===== config.mk =====
export PLATFORM = sky130hd
export DESIGN_NAME = parking_gate_arbiter
export DESIGN_NICKNAME = d
export VERILOG_FILES = /design/src/rtl/parking_gate_arbiter.sv
export SDC_FILE = /design/constraint.sdc
export NUM_CORES = 1
export LEC_CHECK = 0
export CAP_MARGIN = 20
export CORE_MARGIN = 3
export CORE_UTILIZATION = 41
export DETAILED_ROUTE_END_ITERATION = 16
export DONT_BUFFER_PORTS = 1
export SYNTH_ARGS = -nofsm -noshare
export SYNTH_HDL_FRONTEND = slang
export SYNTH_SLANG_ARGS = --single-unit

===== constraint.sdc =====
create_clock -name clk -period 5 [get_ports clk]
set_input_delay 1 -clock clk [delete_from_list [all_inputs] [get_ports clk]]
set_output_delay 1 -clock clk [all_outputs]
set_load 0.01 [all_outputs]

===== src/rtl/parking_gate_arbiter.sv =====
// parking_gate_arbiter: round-robin shared occupancy booking for two entry and two exit gates
module parking_gate_arbiter #(
  parameter int UNI_SPACES          = 500,
  parameter int FREE_SPACES_MORNING = 200,
  parameter int TOTAL_SPACES        = 700,
  parameter int MORNING_START       = 8,
  parameter int MORNING_END         = 13,
  parameter int GATE_CYCLES         = 16,
  parameter int CNT_W               = 10
) (
  input  logic             clk,
  input  logic             rst_n,
  input  logic [4:0]       hour,
  input  logic [3:0]       req,
  input  logic [3:0]       req_uni,
  output logic [3:0]       grant,
  output logic [3:0]       deny,
  output logic [3:0]       gate_open,
  output logic [CNT_W-1:0] car_parked_u,
  output logic [CNT_W-1:0] car_parked_f,
  output logic [CNT_W-1:0] vacant_u,
  output logic [CNT_W-1:0] vacant_f,
  output logic             full_u,
  output logic             full_f,
  output logic             busy,
  output logic             err
);
  localparam int GW = $clog2(GATE_CYCLES) + 1;
  typedef enum logic [1:0] {IDLE, DECIDE, OPEN, WAIT_DROP} state_t;
  state_t state_q, state_d;
  logic [1:0] ptr_q, ptr_d, win_q, win_d, pick;
  logic pick_v, uni_q, uni_d, err_q, err_d, morning, is_exit, accept;
  logic [3:0] grant_q, grant_d, deny_q, deny_d, win_oh;
  logic [CNT_W-1:0] cnt_u_q, cnt_u_d, cnt_f_q, cnt_f_d, cap_f;
  logic [GW-1:0] tmr_q, tmr_d;
  always_comb begin
    pick = ptr_q;
    pick_v = 1'b0;
    for (int i = 3; i >= 0; i--)
      if (req[ptr_q + 2'(i)]) begin
        pick = ptr_q + 2'(i);
        pick_v = 1'b1;
      end
  end
  assign morning  = hour >= 5'(MORNING_START) && hour < 5'(MORNING_END);
  assign cap_f    = morning ? CNT_W'(FREE_SPACES_MORNING) : CNT_W'(TOTAL_SPACES) - cnt_u_q;
  assign vacant_u = CNT_W'(UNI_SPACES) - cnt_u_q;
  assign vacant_f = cnt_f_q >= cap_f ? '0 : cap_f - cnt_f_q;
  assign full_u   = vacant_u == '0;
  assign full_f   = vacant_f == '0;
  assign is_exit  = win_q[1];
  assign win_oh   = 4'b0001 << win_q;
  assign accept   = uni_q ? (is_exit ? cnt_u_q != '0 : cnt_u_q < CNT_W'(UNI_SPACES))
                          : (is_exit ? cnt_f_q != '0 : cnt_f_q < cap_f);
  always_comb begin
    state_d = state_q;
    ptr_d = ptr_q;
    win_d = win_q;
    uni_d = uni_q;
    cnt_u_d = cnt_u_q;
    cnt_f_d = cnt_f_q;
    tmr_d = tmr_q;
    grant_d = '0;
    deny_d = '0;
    err_d = 1'b0;
    case (state_q)
      IDLE: if (pick_v) begin
        win_d = pick;
        uni_d = req_uni[pick];
        ptr_d = pick + 2'd1;
        state_d = DECIDE;
      end
      DECIDE: if (accept) begin
        grant_d = win_oh;
        cnt_u_d = uni_q ? (is_exit ? cnt_u_q - CNT_W'(1) : cnt_u_q + CNT_W'(1)) : cnt_u_q;
        cnt_f_d = uni_q ? cnt_f_q : (is_exit ? cnt_f_q - CNT_W'(1) : cnt_f_q + CNT_W'(1));
        tmr_d = GW'(GATE_CYCLES - 1);
        state_d = OPEN;
      end else begin
        deny_d = win_oh;
        err_d = is_exit;
        state_d = WAIT_DROP;
      end
      OPEN: begin
        tmr_d = tmr_q - GW'(1);
        if (tmr_q == '0) state_d = req[win_q] ? WAIT_DROP : IDLE;
      end
      default: if (!req[win_q]) state_d = IDLE;
    endcase
  end
  always_ff @(posedge clk or negedge rst_n)
    if (!rst_n) begin
      state_q <= IDLE;
      ptr_q <= '0;
      win_q <= '0;
      uni_q <= 1'b0;
      cnt_u_q <= '0;
      cnt_f_q <= '0;
      tmr_q <= '0;
      grant_q <= '0;
      deny_q <= '0;
      err_q <= 1'b0;
    end else begin
      state_q <= state_d;
      ptr_q <= ptr_d;
      win_q <= win_d;
      uni_q <= uni_d;
      cnt_u_q <= cnt_u_d;
      cnt_f_q <= cnt_f_d;
      tmr_q <= tmr_d;
      grant_q <= grant_d;
      deny_q <= deny_d;
      err_q <= err_d;
    end
  assign grant        = grant_q;
  assign deny         = deny_q;
  assign err          = err_q;
  assign gate_open    = state_q == OPEN ? win_oh : '0;
  assign car_parked_u = cnt_u_q;
  assign car_parked_f = cnt_f_q;
  assign busy         = state_q != IDLE;
endmodule

==> summary.log <==
INFO  synth          synth.top_cells.by_area=sky130_fd_sc_hd__dfrtp_1 27%, sky130_fd_sc_hd__ha_1 11%, sky130_fd_sc_hd__xnor2_1 5.1%
INFO  cts            cts.root.buffer_cell=sky130_fd_sc_hd__clkbuf_8
INFO  critical_path  critical_path.max_fanout=11
INFO  cts            ctsHoldBuffers=0
INFO  detailed_routing route.vias.total=3226
INFO  critical_path  setup.worst_path.class=flip-flop to output pin
INFO  sta            report.final.setup_viol=0
INFO  sta            achievable-frequency=218MHz
INFO  global_route   gr-usage-all-layers=17.7%
INFO  cts            h_tree_depth=2
INFO  global_route   grt_pass1_wl=14900µm
INFO  detailed_routing drt_drc_violations_left=0
INFO  cells_and_area insertedDiodeCount=0
INFO  cts            clock_insertion_delay_worst_skew=0.30ns
INFO  sta            hold_vio_cnt_final=0
INFO  synth          yosys_register_bits=41
INFO  detailed_routing avgRoutedWirePerCell=16.5µm
INFO  floorplanning  rows=34
INFO  global_route   antenna_violations_before_repair=0
INFO  floorplanning  floorplan.initialDensity=43.0%
INFO  critical_path  worst_setup_sp_type=flip-flop
INFO  synth          synthesis.area_per_instance=8.53µm²
INFO  cells_and_area final_layout_size_suffix_gt1_share=10.6%
INFO  synth          seq_area_frac_synth=27.0%
INFO  synth          netlist_instances=446
INFO  synth          synth-main-ff-cell=sky130_fd_sc_hd__dfrtp_1
INFO  cts            post_cts.resized_instances=0
INFO  critical_path  critical_path_required=4.00ns
INFO  floorplanning  top_level_ports=71
INFO  detailed_routing detail_route.first_pass.iterations=4
INFO  cells_and_area fillerInstances=890
INFO  detailed_routing drt-initial-drc-count=150
INFO  synth          synth_async_sr_flop_share=100%
INFO  sta            clock-skew-final=0.0143ns
INFO  min_path       hold_path_class=primary input to async pin
INFO  synth          synthDominantCellAreaShare=27.0%
INFO  critical_path  rr_startpoint=car_parked_u[0]
INFO  cts            postCtsSetupRepairBufs=0
INFO  synth          yosys.area.top_type=sky130_fd_sc_hd__dfrtp_1
INFO  detailed_routing finalWirelength=9150µm
INFO  critical_path  slowest_delay=0.52ns
INFO  sta            timing.final.max_slew_violations=0
INFO  synth          synthesized_netlist_net_count=497
INFO  sta            worst_pin_slew=0.879ns
INFO  floorplanning  die_w=102µm
INFO  synth          edff_count_synth=0
INFO  sta            whs=0.384ns
INFO  sta            grt_setup_unrepaired=yes
INFO  detailed_routing route.antenna.remaining_nets=0
INFO  critical_path  critical_path.endpoint_type=output pin
INFO  floorplanning  die-height=102µm
INFO  cts            clk_path_buf_depth=2
INFO  critical_path  worstPathCellList=inv_1, ha_1, nor2b_1, nand2_1, nor2_1, o21ai_0, xor2_1, nor2_1, ha_1, nand4_1, nor2_1, o21ai_1, nand2_1, nand2_1, nor3_1
INFO  sta            layout_min_cycle_time=4.59ns
INFO  synth          synth.distinct_cells=69
INFO  synth          synth_area=3800µm²
INFO  cts            cts_tree=done
INFO  critical_path  reg2reg_slack=1.10ns
INFO  global_route   grt_max_degree=42
INFO  cells_and_area area_growth_syn_to_layout=5.59%
INFO  sta            post-route-period-util=91.8%
INFO  placed_design  weighted_congestion_reported_at_the_end_of_routability_driven_placement=0.874
INFO  cts            clkTransAtPathRegs=0.09ns
INFO  job            drv.max_cap_violation_count=0
INFO  cts            number_of_clock_buffers_inserted_by_tritoncts=5
INFO  floorplanning  core_region_area=8850µm²
INFO  critical_path  r2r.worst_path.cells=15
INFO  cells_and_area fin_nets=495
INFO  sta            max-slew-margin-rel=41.1%
INFO  detailed_routing via_per_inst=5.83
INFO  critical_path  critPathArrivalTime=3.59ns
INFO  placed_design  dp_hpwl=6950µm
INFO  global_route   grt_pass1_vias=3079
INFO  placed_design  buffer_ports.inserted=0
INFO  cts            cts.sink_count=41
INFO  floorplanning  die_area=10500µm²
INFO  global_route   gr-total-overflow=0
INFO  status         status=completed
INFO  critical_path  critical_path.reg2reg.endpoint=car_parked_f[6]
INFO  synth          yosysWarningCount=0
INFO  critical_path  cp_slowest_cell=sky130_fd_sc_hd__dfrtp_2
routing by layer:
| layer | up-vias | track usage (%) | wire length (µm) |
|---|---|---|---|
| met5 | - | 0 | 0 |
| li1 | 1589 | - | - |
| met2 | 88 | 28.4 | 4170 |
| met3 | 8 | 4.03 | 527 |
| met4 | 0 | 5.05 | 127 |
| met1 | 1541 | 24.1 | 4320 |
critical path: cells and delay by family, from the launching register on:
family | cells | cell delay [ns]
fa+ha+maj | 2 | 0.67
simple gates | 9 | 1.54
xor+xnor | 1 | 0.16
compound gates | 2 | 0.26
buf+inv | 1 | 0.14
flops | 1 | 0.52
registers in the layout, indices dropped and copies added (netlist names):
| name | cells |
|---|---|
| car_parked_f | 10 |
| car_parked_u | 10 |
| deny | 4 |
| err | 1 |
| grant | 4 |
| ptr_q | 2 |
| state_q | 2 |
| tmr_q | 5 |
| uni_q | 1 |
| win_q | 2 |
worst max path at each step:
| stage | depth (start not counted) | slack [ns] | startpoint | to |
|---|---|---|---|---|
| 2_1_floorplan | 10 | 0.64 | hour[1] | full_f |
| 3_3_place_gp | 10 | 0.39 | hour[1] | full_f |
| 3_5_place_dp | 10 | 0.28 | hour[1] | full_f |
| 4_1_cts | 10 | 0.1 | car_parked_u[0] | full_f |
| 5_1_grt | 15 | -0.03 | car_parked_u[0] | vacant_f[3] |
| 6_report | 15 | 0.41 | car_parked_u[0] | vacant_f[2] |
synthesized netlist by cell type, types with 3 or more instances:
cell,n
sky130_fd_sc_hd__mux2i_1,10
sky130_fd_sc_hd__buf_4,5
sky130_fd_sc_hd__xnor2_1,22
sky130_fd_sc_hd__nand2_1,30
sky130_fd_sc_hd__o21ai_0,23
sky130_fd_sc_hd__a31oi_1,5
sky130_fd_sc_hd__o21bai_1,3
sky130_fd_sc_hd__xor2_1,13
sky130_fd_sc_hd__nor2b_1,10
sky130_fd_sc_hd__o21a_1,3
sky130_fd_sc_hd__nand4_1,3
sky130_fd_sc_hd__nor3_1,23
sky130_fd_sc_hd__ha_1,33
sky130_fd_sc_hd__clkbuf_1,6
sky130_fd_sc_hd__nand2b_1,7
sky130_fd_sc_hd__or3_1,3
sky130_fd_sc_hd__and3_1,4
sky130_fd_sc_hd__a21o_1,6
sky130_fd_sc_hd__nor4_1,3
sky130_fd_sc_hd__a211oi_1,8
sky130_fd_sc_hd__dfrtp_1,41
sky130_fd_sc_hd__nand3_1,10
sky130_fd_sc_hd__or2_2,3
sky130_fd_sc_hd__nor2_1,46
sky130_fd_sc_hd__fa_1,3
sky130_fd_sc_hd__inv_1,31
sky130_fd_sc_hd__and2_1,4
sky130_fd_sc_hd__a21oi_1,28
sky130_fd_sc_hd__mux2_2,13
cell families after synthesis:
family	synth area share, %
AND/OR/NAND/NOR	21.9
AO/OA/AOI/OAI	17.8
buffers and inverters	5.33
flip-flops	27.0
adder cells (fa/ha/maj)	12.4
XOR/XNOR	8.06
multiplexers	7.47
stage by stage:
step / instance area (µm²) / utilization (%) / cells / setup slack (ns) / setup TNS (ns)
after global placement: 3890 / 43.9 / 545 / 0.386 / 0
after global routing: 4020 / 45.4 / 553 / -0.0319 / -0.0494
final: 4020 / 45.4 / 553 / 0.410 / 0
after CTS: 4000 / 45.2 / 553 / 0.0970 / 0
after floorplan: 3800 / - / 446 / 0.645 / 0
after detailed placement: 3890 / 43.9 / 545 / 0.278 / 0
cell usage in the layout, fill, tap and decap left out, drive strengths merged, types with 4 or more instances in the layout:
| cell | Yosys | layout |
|---|---|---|
| a21o | 8 | 8 |
| o21ai | 25 | 25 |
| mux2i | 10 | 10 |
| mux2 | 14 | 14 |
| inv | 31 | 32 |
| nand2 | 30 | 30 |
| nor3 | 23 | 23 |
| nand2b | 7 | 7 |
| xor2 | 13 | 13 |
| clkbuf | 6 | 5 |
| a211oi | 8 | 8 |
| and2 | 5 | 5 |
| xnor2 | 22 | 22 |
| buf | 8 | 5 |
| dfrtp | 41 | 41 |
| nand3 | 12 | 12 |
| ha | 33 | 33 |
| a21oi | 29 | 29 |
| and3 | 4 | 4 |
| a31oi | 5 | 5 |
| or2 | 4 | 4 |
| nor2 | 47 | 47 |
| nor2b | 10 | 10 |
layout make-up:
cell class	instances	area, µm²	share of cell area, %
inverter	31	116	2.90
timing repair buffer	5	37.5	0.935
sequential	41	1030	25.6
tap	108	135	3.37
clock inverter	3	43.8	1.09
clock buffer	5	68.8	1.71
multi-input combinational	360	2590	64.4
Power is not shown: default switching activity piles up to over one toggle a cycle in this logic, so the estimate is an artifact.
